<file path="src/rtl/ep_chn_arb.sv">
// Round-robin token arbiter sharing the endpoint TRN tx interface among NCH channels.
// At most one one-hot grant exists at any time, and every grant is followed by one
// dead cycle so the OR/AND-merged TRN bus never carries two drivers back to back.
//
//  state    | meaning
//  ---------+---------------------------------------------------------------
//  ST_IDLE  | no grant; picks next requester after gnt_id, round-robin
//  ST_GRANT | grant issued, waiting for the grantee to drive (timeout armed)
//  ST_OWN   | grantee drives TRN tx; held until its chn_drvn falls
//  ST_GAP   | single dead cycle with no grant before returning to ST_IDLE
module ep_chn_arb #(
    parameter int NCH = 3,
    parameter int IW  = 2,
    parameter int TMO = 255
) (
    input  logic           clk,
    input  logic           rst_n,
    input  logic [NCH-1:0] chn_reqep,
    input  logic [NCH-1:0] chn_drvn,
    output logic [NCH-1:0] chn_trn,
    output logic           gnt_vld,
    output logic [IW-1:0]  gnt_id,
    output logic           tmo_err,
    output logic           proto_err
);

    typedef enum logic [1:0] {
        ST_IDLE  = 2'd0,
        ST_GRANT = 2'd1,
        ST_OWN   = 2'd2,
        ST_GAP   = 2'd3
    } state_t;

    state_t         state;
    state_t         state_nxt;
    logic [15:0]    cnt;
    logic [15:0]    cnt_nxt;
    logic [NCH-1:0] trn_nxt;
    logic [IW-1:0]  id_nxt;
    logic           tmo_nxt;
    logic           proto_nxt;

    logic           hi_vld;
    logic           lo_vld;
    logic [IW-1:0]  hi_id;
    logic [IW-1:0]  lo_id;
    logic           pick_vld;
    logic [IW-1:0]  pick_id;

    // The grant is one-hot, so masking with it selects the grantee's own request/drive.
    logic own_drvn;
    logic own_req;
    logic proto_hit;

    assign own_drvn  = |(chn_drvn & chn_trn);
    assign own_req   = |(chn_reqep & chn_trn);
    assign proto_hit = (|(chn_drvn & ~chn_trn)) || ((state == ST_GAP) && (|chn_drvn));

    // Round-robin pick: lowest requester above gnt_id, else lowest at or below it (wrap).
    always_comb begin
        hi_vld = 1'b0;
        lo_vld = 1'b0;
        hi_id  = '0;
        lo_id  = '0;
        for (int j = NCH - 1; j >= 0; j--) begin
            if (chn_reqep[j]) begin
                if (j > int'(gnt_id)) begin
                    hi_vld = 1'b1;
                    hi_id  = IW'(j);
                end else begin
                    lo_vld = 1'b1;
                    lo_id  = IW'(j);
                end
            end
        end
        pick_vld = hi_vld | lo_vld;
        pick_id  = hi_vld ? hi_id : lo_id;
    end

    // Next-state and next-output decode; drive beats withdraw, withdraw beats timeout.
    always_comb begin
        state_nxt = state;
        trn_nxt   = chn_trn;
        id_nxt    = gnt_id;
        cnt_nxt   = cnt;
        tmo_nxt   = 1'b0;
        proto_nxt = proto_err | proto_hit;
        case (state)
            ST_IDLE: begin
                trn_nxt = '0;
                if (pick_vld) begin
                    trn_nxt   = NCH'(1) << pick_id;
                    id_nxt    = pick_id;
                    cnt_nxt   = '0;
                    state_nxt = ST_GRANT;
                end
            end
            ST_GRANT: begin
                cnt_nxt = cnt + 16'd1;
                if (own_drvn) begin
                    state_nxt = ST_OWN;
                end else if (!own_req) begin
                    trn_nxt   = '0;
                    state_nxt = ST_GAP;
                end else if (cnt == 16'(TMO - 1)) begin
                    trn_nxt   = '0;
                    tmo_nxt   = 1'b1;
                    state_nxt = ST_GAP;
                end
            end
            ST_OWN: begin
                if (!own_drvn) begin
                    trn_nxt   = '0;
                    state_nxt = ST_GAP;
                end
            end
            ST_GAP: begin
                trn_nxt   = '0;
                state_nxt = ST_IDLE;
            end
            default: begin
                trn_nxt   = '0;
                state_nxt = ST_IDLE;
            end
        endcase
    end

    // State and output registers; reset pulls the grant immediately.
    always_ff @(posedge clk or negedge rst_n) begin
        if (!rst_n) begin
            state     <= ST_IDLE;
            chn_trn   <= '0;
            gnt_vld   <= 1'b0;
            gnt_id    <= IW'(NCH - 1);
            cnt       <= '0;
            tmo_err   <= 1'b0;
            proto_err <= 1'b0;
        end else begin
            state     <= state_nxt;
            chn_trn   <= trn_nxt;
            gnt_vld   <= |trn_nxt;
            gnt_id    <= id_nxt;
            cnt       <= cnt_nxt;
            tmo_err   <= tmo_nxt;
            proto_err <= proto_nxt;
        end
    end

endmodule

</file>
<file path="config.mk">
export PLATFORM = sky130hd
export DESIGN_NAME = ep_chn_arb
export DESIGN_NICKNAME = d
export VERILOG_FILES = /design/src/rtl/ep_chn_arb.sv
export SDC_FILE = /design/constraint.sdc
export NUM_CORES = 1
export LEC_CHECK = 0
export CORE_ASPECT_RATIO = 0.7
export CORE_MARGIN = 8
export CORE_UTILIZATION = 30
export CTS_BUF_LIST = sky130_fd_sc_hd__clkbuf_8 sky130_fd_sc_hd__clkbuf_16
export CTS_CLUSTER_DIAMETER = 40
export DETAILED_ROUTE_END_ITERATION = 6
export GPL_ROUTABILITY_DRIVEN = 0
export GPL_TIMING_DRIVEN = 0
export PLACE_DENSITY = 0.46
export SYNTH_ARGS = -nofsm -noshare
export SYNTH_HDL_FRONTEND = slang
export SYNTH_SLANG_ARGS = --single-unit
</file>
<file path="constraint.sdc">
create_clock -name clk -period 2.3 [get_ports clk]
set_input_delay 0.23 -clock clk [delete_from_list [all_inputs] [get_ports clk]]
set_output_delay 0.23 -clock clk [all_outputs]
set_load 0.005 [all_outputs]
</file>
==> flow_summary.toml, run 1 <==
[run_status]
status = "finished clean"

[finish]
drive_gt1_share_pct = 12.8
area_growth_syn_to_layout_pct = 17.8
nets = 195
fin_cells = 251
fin_area_mm2 = 0.00184
diodes = 0
layout_commonest_cell = "dfrtp_1"
fin_util_pct = 35.9
seqCellArea_um2 = 652
final_cell_mix = "dfrtp_1, o21ai_0, clkdlybuf4s50_1"
multi_input_area_um2 = 836
fillers = 545

[clocking]
cts_tree = "built"
clock-sinks = 26
postCtsHoldBufs = 0
clock_path_buffers = 2
postCtsSetupRepairBufs = 0
root_buffer = "clkbuf_8"
clk_latency_ns = 0.27
htree_levels = 1
cts_buffers = 3
clkTransAtPathRegs_ns = 0.09

[worst_setup_path]
start_kind = "flip-flop"
reg2reg_from = "state[1]"
end_kind = "flip-flop"
r2r_cells = 8
r2r_end = "cnt[12]"
arrival_ns = 2.26
critical_path.max_fanout = 10
crit_required_ns = 2.50
worstSetupPathType = "reg2reg"
r2r_slack_ns = 0.23

[sta]
hold_viol_final = 0
final.period_utilization_pct = 89.8
finalHoldWorstSlack_ns = 0.292
setup-tns-final_ns = 0
finalSetupViolCount = 0
fin_skew_ns = 0.0111
fmax_mhz = 484
max_slew_margin_pct = 19.0
rsz0062_at_grt = "false"
setup_slack_ns = 0.235
period_minus_slack_ns = 2.07
tightestPinTransition_ns = 1.21
slew_violations = 0

[power]
p_leak_nw = 0.721
power_mw = 1.59
pwr_density_cell_mw_per_mm2 = 868
ir_drop_v = 0.000407

[floorplanning]
die-width_um = 102
core_mm2 = 0.00512
initial_core_util_pct = 30.4
num_rows = 22
io_pins = 16
dieHeight_um = 76.3
dieArea_mm2 = 0.00779

[routing]
drcViolationCount = 0
first_iter_violations = 70
dr.pass1.iters = 4
vias = 1286
routedWlPerCell_um = 14.3
drtAntennaViolNets = 0
routed_wl_mm = 3.60
via_per_inst = 5.12

[yosys]
syn-num-nets = 178
synthArstFlopShare_pct = 100
yosysWarnings = 0
synth_edf_count = 0
syn_area_per_cell_um2 = 9.56
ys_types = 48
synthFlopType = "dfrtp_1"
syn_inst = 163
synth-seq-cells = 26
netlist_area_mm2 = 0.00156
synth-seq-area-share_pct = 41.8

[placement]
io_buffers = 13
placed_area_mm2 = 0.00178
dp_cells = 248
dp_slack_ns = 0.0214
dp_hpwl_mm = 2.73

[global_routing]
grt_pass1_wl_mm = 6.30
track_usage_pct = 10.0
grt_overflow = 0
grt_max_degree = 27
grt_pass1_vias = 1301
antenna_found_initial = 0

[hold_path]
hold_depth = 2
hold_end = "gnt_id[1]"
min-delay-path-class = "in2reg"
worstHoldStart = "chn_reqep[1]"

[flow_run]
cap_violations = 0
[layout make-up]
cell class,count,share of cell area [%]
multi-input cells,118,45.5
plain buffers,7,2.25
inverters,11,2.25
flip-flops and latches,26,35.5
clock buffers,3,2.25
well taps,72,4.91
repair buffers,13,7.09
clock inverters,1,0.204
[cell usage after synthesis, types with 3 or more instances]
| library cell | count | area [um^2] |
|---|---|---|
| and2_1 | 3 | 18.8 |
| o31ai_1 | 5 | 37.5 |
| a21oi_1 | 9 | 45.0 |
| nor3_1 | 4 | 20.0 |
| a32o_1 | 4 | 40.0 |
| o21ai_0 | 14 | 70.1 |
| nor2_1 | 8 | 30.0 |
| or4_1 | 5 | 37.5 |
| clkbuf_1 | 3 | 11.3 |
| xnor2_1 | 4 | 35.0 |
| nand2_1 | 9 | 33.8 |
| or3_1 | 4 | 25.0 |
| ha_1 | 7 | 87.6 |
| nand4_1 | 4 | 25.0 |
| dfrtp_1 | 25 | 626 |
| inv_1 | 11 | 41.3 |
| nand3_1 | 7 | 35.0 |
[logic make-up (layout without fill, tap and decap cells)]
family | after synthesis | after routing | share of synthesized area [%]
flops | 26 | 26 | 41.8
buf+inv | 19 | 35 | 5.30
compound gates | 45 | 45 | 19.7
fa+ha+maj | 7 | 7 | 5.62
xor+xnor | 5 | 5 | 2.81
simple gates | 60 | 60 | 23.8
mux | 1 | 1 | 0.964
[power by group]
| group | total (mW) | internal [mW] | switching [mW] | leakage, nW |
|---|---|---|---|---|
| registers | 0.660 | 0.551 | 0.108 | 0.343 |
| logic | 0.675 | 0.325 | 0.350 | 0.352 |
| clock network | 0.260 | 0.120 | 0.140 | 0.0269 |
| total | 1.59 | 0.996 | 0.598 | 0.721 |
[per-layer routing]
layer / wire length [um] / vias up / track usage [%]
met5: 0 / - / 0
met4: 38 / 0 / 2.19
met3: 130 / 6 / 2.74
met2: 1540 / 25 / 14.0
met1: 1890 / 622 / 14.7
li1: - / 633 / -
[registers in the layout, summed over array words and instances (netlist names)]
register,cells
chn_trn,3
cnt,16
gnt_id,2
gnt_vld,1
proto_err,1
state,2
tmo_err,1
[critical path, stage by stage (launching register included)]
cell	delay, ns
dfrtp_1	0.44
inv_1	0.12
ha_1	0.16
buf_4	0.16
o21ai_0	0.17
nand2b_1	0.18
clkbuf_2	0.17
or4_1	0.42
a21oi_1	0.17
[worst max path at each step]
| stage | startpoint | to | slack [ns] | cells past startpoint |
|---|---|---|---|---|
| after floorplan | state[0] | state[1] | 0.40 | 7 |
| after global placement | chn_reqep[2] | cnt[13] | 0.04 | 6 |
| after detailed placement | state[0] | cnt[15] | 0.02 | 7 |
| after CTS | state[0] | cnt[15] | 0.08 | 7 |
| after global routing | state[0] | cnt[15] | 0.02 | 7 |
| final | state[1] | cnt[12] | 0.23 | 8 |
[timing repair]
action                                  CTS  global route
endpoints found under the hold margin     0             0
endpoints found under the setup margin    2            10
gates resized for setup                   1             5
(Power assumes the default switching activity.)
==> run 2, diff against run 1 <==
--- a/config.mk
+++ b/config.mk
@@ -7,13 +7,13 @@
 export LEC_CHECK = 0
 export CORE_ASPECT_RATIO = 0.7
 export CORE_MARGIN = 8
-export CORE_UTILIZATION = 30
+export CORE_UTILIZATION = 56
 export CTS_BUF_LIST = sky130_fd_sc_hd__clkbuf_8 sky130_fd_sc_hd__clkbuf_16
 export CTS_CLUSTER_DIAMETER = 40
 export DETAILED_ROUTE_END_ITERATION = 6
 export GPL_ROUTABILITY_DRIVEN = 0
 export GPL_TIMING_DRIVEN = 0
-export PLACE_DENSITY = 0.46
+export PLACE_DENSITY = 0.77
 export SYNTH_ARGS = -nofsm -noshare
 export SYNTH_HDL_FRONTEND = slang
 export SYNTH_SLANG_ARGS = --single-unit
==> flow_summary.toml, run 2 (synthesized netlist as in run 1, its figures left out) <==
[finish]
fin_util_pct = 65.5
layout_commonest_cell = "dfrtp_1"
diodes = 0
drive_gt1_share_pct = 11.7
reg.largest.list = "cnt: 16 flops, chn_trn: 3 flops"
largest_register_ffs = 16
final_cell_mix = "dfrtp_1, o21ai_0, clkdlybuf4s50_1"
area_growth_syn_to_layout_pct = 14.5
top_register = "cnt"
nets = 195

[floorplanning]
core_mm2 = 0.00272
die-width_um = 79.0
dieHeight_um = 60.1
initial_core_util_pct = 57.2
num_rows = 16
dieArea_mm2 = 0.00475
io_pins = 16

[routing]
maxUsedRoutingLayer = "met4"
routedWlPerCell_um = 15.8
via_per_inst = 6.10
routed_wl_mm = 3.39
first_iter_violations = 162
wirelength_met1_mm = 1.64
wl_met3_um = 138
dr.pass1.iters = 4
vias = 1312
dr_wl_met2_mm = 1.59
drtAntennaViolNets = 0
drcViolationCount = 0

[power]
clock_power_share_pct = 16.4
pwr_density_cell_mw_per_mm2 = 892
switchingPower_uw = 597
p_leak_nw = 0.719
p_int_uw = 995
power_mw = 1.59
ir_drop_v = 0.000500
pwr-share-seq_pct = 41.5
power_frac_comb_pct = 42.0
switching_share_pct = 37.5

[sta]
rsz0062_at_grt = "false"
fmax_mhz = 464
max_slew_margin_pct = 24.8
fin_skew_ns = 0.00502
setup_slack_ns = 0.145
slew_violations = 0
finalSetupViolCount = 0
period_minus_slack_ns = 2.16
setup-tns-final_ns = 0
tightestPinTransition_ns = 1.12
final.period_utilization_pct = 93.7
hold_viol_final = 0

[clocking]
root_buffer = "clkbuf_8"
cts_tree = "built"
clkTransAtPathRegs_ns = 0.09
htree_levels = 1
clock_path_buffers = 2
cts_buffers = 3
clk_latency_ns = 0.27
postCtsHoldBufs = 0
clock-sinks = 26

[global_routing]
grt_pass1_wl_mm = 5.88
grt_pass1_vias = 1247
track_usage_pct = 15.6
antenna_found_initial = 0
grt_overflow = 0
grt_max_degree = 27

[worst_setup_path]
path_cells = "inv_1, ha_1, or4b_1, o21ai_0, o21bai_2, mux2_4"
slowest_delay_ns = 0.61
r2r_cells = 6
worstSetupPathType = "reg2reg"
crit_required_ns = 2.46
arrival_ns = 2.32
start_kind = "flip-flop"
slowest_stage = "or4b_1"
critical_path.max_fanout = 7
end_kind = "flip-flop"

[placement]
io_buffers = 13
dp_hpwl_mm = 2.49
dp_slack_ns = 0.0424

[hold_path]
min-delay-path-class = "in2reg"
hold_depth = 2

[flow_run]
cap_violations = 0

[run_status]
status = "finished clean"
## run 2: final timing paths
kind                                  end  slack [ns]          from
worst max-delay path             state[1]        0.14      state[0]
worst min-delay path            gnt_id[1]        0.29  chn_reqep[1]
worst max register to register   state[1]        0.14      state[0]
worst min register to register  proto_err        0.50     proto_err
max in group asynchronous       gnt_id[0]        1.07         rst_n
min in group asynchronous       proto_err        0.55         rst_n
## run 2: layout make-up
class,count,area (um^2)
tap,36,45.0
inverter,11,41.3
fill,234,938
clock buffer,3,41.3
buffer,7,41.3
multi-input combinational,118,830
clock inverter,1,3.75
sequential,26,652
timing repair buffer,13,130
## run 2: critical path: cells and delay by family (launching register included)
| kind | cells | cell delay, ns |
|---|---|---|
| multiplexers | 1 | 0.31 |
| AND/OR/NAND/NOR | 1 | 0.61 |
| AO/OA/AOI/OAI | 2 | 0.33 |
| adder cells (fa/ha/maj) | 1 | 0.23 |
| buffers and inverters | 1 | 0.13 |
| flip-flops | 1 | 0.43 |
## run 2: layer usage
metal / vias to the layer above / track usage, %
met2: 27 / 25.0
met5: - / 0
met3: 2 / 4.20
met1: 649 / 20.6
met4: 0 / 3.15
li1: 634 / -
## run 2: power groups by stage
stage / Combinational [mW] / Clock, mW / Sequential, mW
global placement: 0.627 / 0 / 0.656
CTS: 0.662 / 0.266 / 0.659
global route: 0.762 / 0.280 / 0.678
detailed placement: 0.655 / 0 / 0.667
finish: 0.669 / 0.261 / 0.661
floorplan: 0.441 / 0 / 0.647
## run 2: metrics by stage
stage	cell area, um^2	cells	hold WS, ns
2_1_floorplan	1560	163	-0.0656
6_report	1780	215	0.287
3_3_place_gp	1730	212	0.481
5_1_grt	1780	215	0.299
3_5_place_dp	1730	212	0.488
4_1_cts	1780	216	0.282
## run 2: timing repair
action	in CTS	in global routing
setup buffers	0	0
endpoints found under the hold margin	0	0
resized for setup	0	5
endpoints found under the setup margin	0	11
==> run 3, diff against run 2 <==
--- a/config.mk
+++ b/config.mk
@@ -14,6 +14,7 @@
 export GPL_ROUTABILITY_DRIVEN = 0
 export GPL_TIMING_DRIVEN = 0
 export PLACE_DENSITY = 0.77
+export SETUP_SLACK_MARGIN = 0.1
 export SYNTH_ARGS = -nofsm -noshare
 export SYNTH_HDL_FRONTEND = slang
 export SYNTH_SLANG_ARGS = --single-unit
==> constraint.sdc (replaced) <==
create_clock -name clk -period 2.22 [get_ports clk]
set_input_delay 0.222 -clock clk [delete_from_list [all_inputs] [get_ports clk]]
set_output_delay 0.222 -clock clk [all_outputs]
set_load 0.005 [all_outputs]
==> flow_summary.toml, run 3 (synthesized netlist as in run 1, its figures left out) <==
[worst_setup_path]
r2r_slack_ns = 0.20
r2r_cells = 7
crit_required_ns = 2.38
slowest_delay_ns = 0.44
path_cells = "inv_2, ha_4, or4b_1, buf_2, o21ai_0, o21bai_4, mux2_4"
arrival_ns = 2.18
setup.worst_path.start = "state[0]"
worstSetupPathType = "reg2reg"
endpoint = "state[1]"
slowest_stage = "dfrtp_2"
start_kind = "flip-flop"
critical_path.max_fanout = 7
end_kind = "flip-flop"
r2r_end = "state[1]"
reg2reg_from = "state[0]"

[global_routing]
grt_max_degree = 27
antenna_found_initial = 0
grt_overflow = 0
grt_pass1_vias = 1258
grt_pass1_wl_mm = 5.87
track_usage_pct = 15.6

[floorplanning]
initial_core_util_pct = 57.2
core_mm2 = 0.00272
die-width_um = 79.0
io_pins = 16
dieHeight_um = 60.1
dieArea_mm2 = 0.00475
num_rows = 16

[power]
power_mw = 1.73
ir_drop_v = 0.000532
p_leak_nw = 0.733
switchingPower_uw = 644
pwr-share-seq_pct = 39.7
power_frac_comb_pct = 44.7
pwr_density_cell_mw_per_mm2 = 942
clock_power_share_pct = 15.6
p_int_mw = 1.08
switching_share_pct = 37.3

[finish]
top_register = "cnt"
drive_gt1_share_pct = 16.4
multi_input_area_um2 = 852
reg.largest.list = "cnt: 16 flops, chn_trn: 3 flops"
nets = 199
area_growth_syn_to_layout_pct = 17.7
final_cell_mix = "dfrtp_1, o21ai_0, clkdlybuf4s50_1"
fillers = 229
diodes = 0
seqCellArea_um2 = 653
layout_commonest_cell = "dfrtp_1"
largest_register_ffs = 16

[clocking]
clk_latency_ns = 0.27
clock-sinks = 26
clock_path_buffers = 2
clkTransAtPathRegs_ns = 0.09
cts_tree = "built"
root_buffer = "clkbuf_8"
cts_buffers = 3
htree_levels = 1

[placement]
io_buffers = 13
dp_slack_ns = -0.0296
dp_hpwl_mm = 2.49

[routing]
vias = 1325
drcViolationCount = 0
first_iter_violations = 120
via_per_inst = 6.05
routed_wl_mm = 3.50
routedWlPerCell_um = 16.0
drtAntennaViolNets = 0
dr.pass1.iters = 4

[sta]
rsz0062_at_grt = "false"
finalHoldWorstSlack_ns = 0.279
finalSetupViolCount = 0
fin_skew_ns = 0.00428
max_slew_margin_pct = 23.3
period_minus_slack_ns = 2.02
slew_violations = 0
fmax_mhz = 495
setup_slack_ns = 0.201
setup-tns-final_ns = 0
tightestPinTransition_ns = 1.15
final.period_utilization_pct = 90.9
hold_viol_final = 0

[run_status]
status = "finished clean"

[flow_run]
cap_violations = 0

[hold_path]
min-delay-path-class = "in2reg"
-- run 3: repair_timing --
| action | in CTS | in global routing |
|---|---|---|
| endpoints found under the hold margin | 0 | 0 |
| setup endpoints to repair | 12 | 13 |
| gates resized for setup | 4 | 8 |
| cloned | 0 | 0 |
| hold buffers | 0 | 0 |
| setup buffers | 0 | 3 |
-- run 3: power groups by stage --
stage | clock network, mW | registers, mW | logic (mW)
finish | 0.269 | 0.686 | 0.772
floorplan | 0 | 0.671 | 0.457
global route | 0.290 | 0.701 | 0.870
global placement | 0 | 0.679 | 0.649
detailed placement | 0 | 0.691 | 0.678
CTS | 0.276 | 0.683 | 0.692
-- run 3: through the flow --
step           instances  util [%]  area [um^2]
2_1_floorplan        163         -         1560
3_3_place_gp         212      63.6         1730
3_5_place_dp         212      63.6         1730
4_1_cts              216      65.7         1790
5_1_grt              219      67.3         1830
6_report             219      67.3         1830
-- run 3: per-layer routing --
metal	share of wire, %	vias to the layer above	GRT usage (%)
met5	0	-	0
met4	0.54	0	3.15
met3	5.6	2	4.20
met2	47	31	25.3
met1	47	649	20.3
li1	-	643	-
-- run 3: critical path, delay by kind of cell (launching register included) --
kind                       cells  cell delay (ns)
and+or+nand+nor                1             0.42
adders and majority gates      1             0.16
buffers and inverters          2             0.29
AOI/OAI and AO/OA              2             0.28
DFF                            1             0.44
muxes                          1             0.31
-- run 3: area by class of cell --
cell class / instances / share of cell area, %
Multi-Input combinational cell: 118 / 46.5
Sequential cell: 26 / 35.6
Timing Repair Buffer: 16 / 8.33
Tap cell: 36 / 2.46
Buffer: 8 / 2.39
Clock buffer: 3 / 2.25
Inverter: 11 / 2.25
Clock inverter: 1 / 0.205
-- run 3: how the worst min path moves through the flow --
stage | from | end | slack, ns | depth (start not counted)
5_1_grt | chn_reqep[0] | chn_trn[0] | 0.29 | 2
3_5_place_dp | proto_err | proto_err | 0.49 | 2
6_report | chn_reqep[0] | chn_trn[0] | 0.28 | 2
3_3_place_gp | proto_err | proto_err | 0.48 | 2
2_1_floorplan | rst_n | chn_trn[0] | -0.07 | 0
4_1_cts | chn_reqep[0] | chn_trn[0] | 0.28 | 2
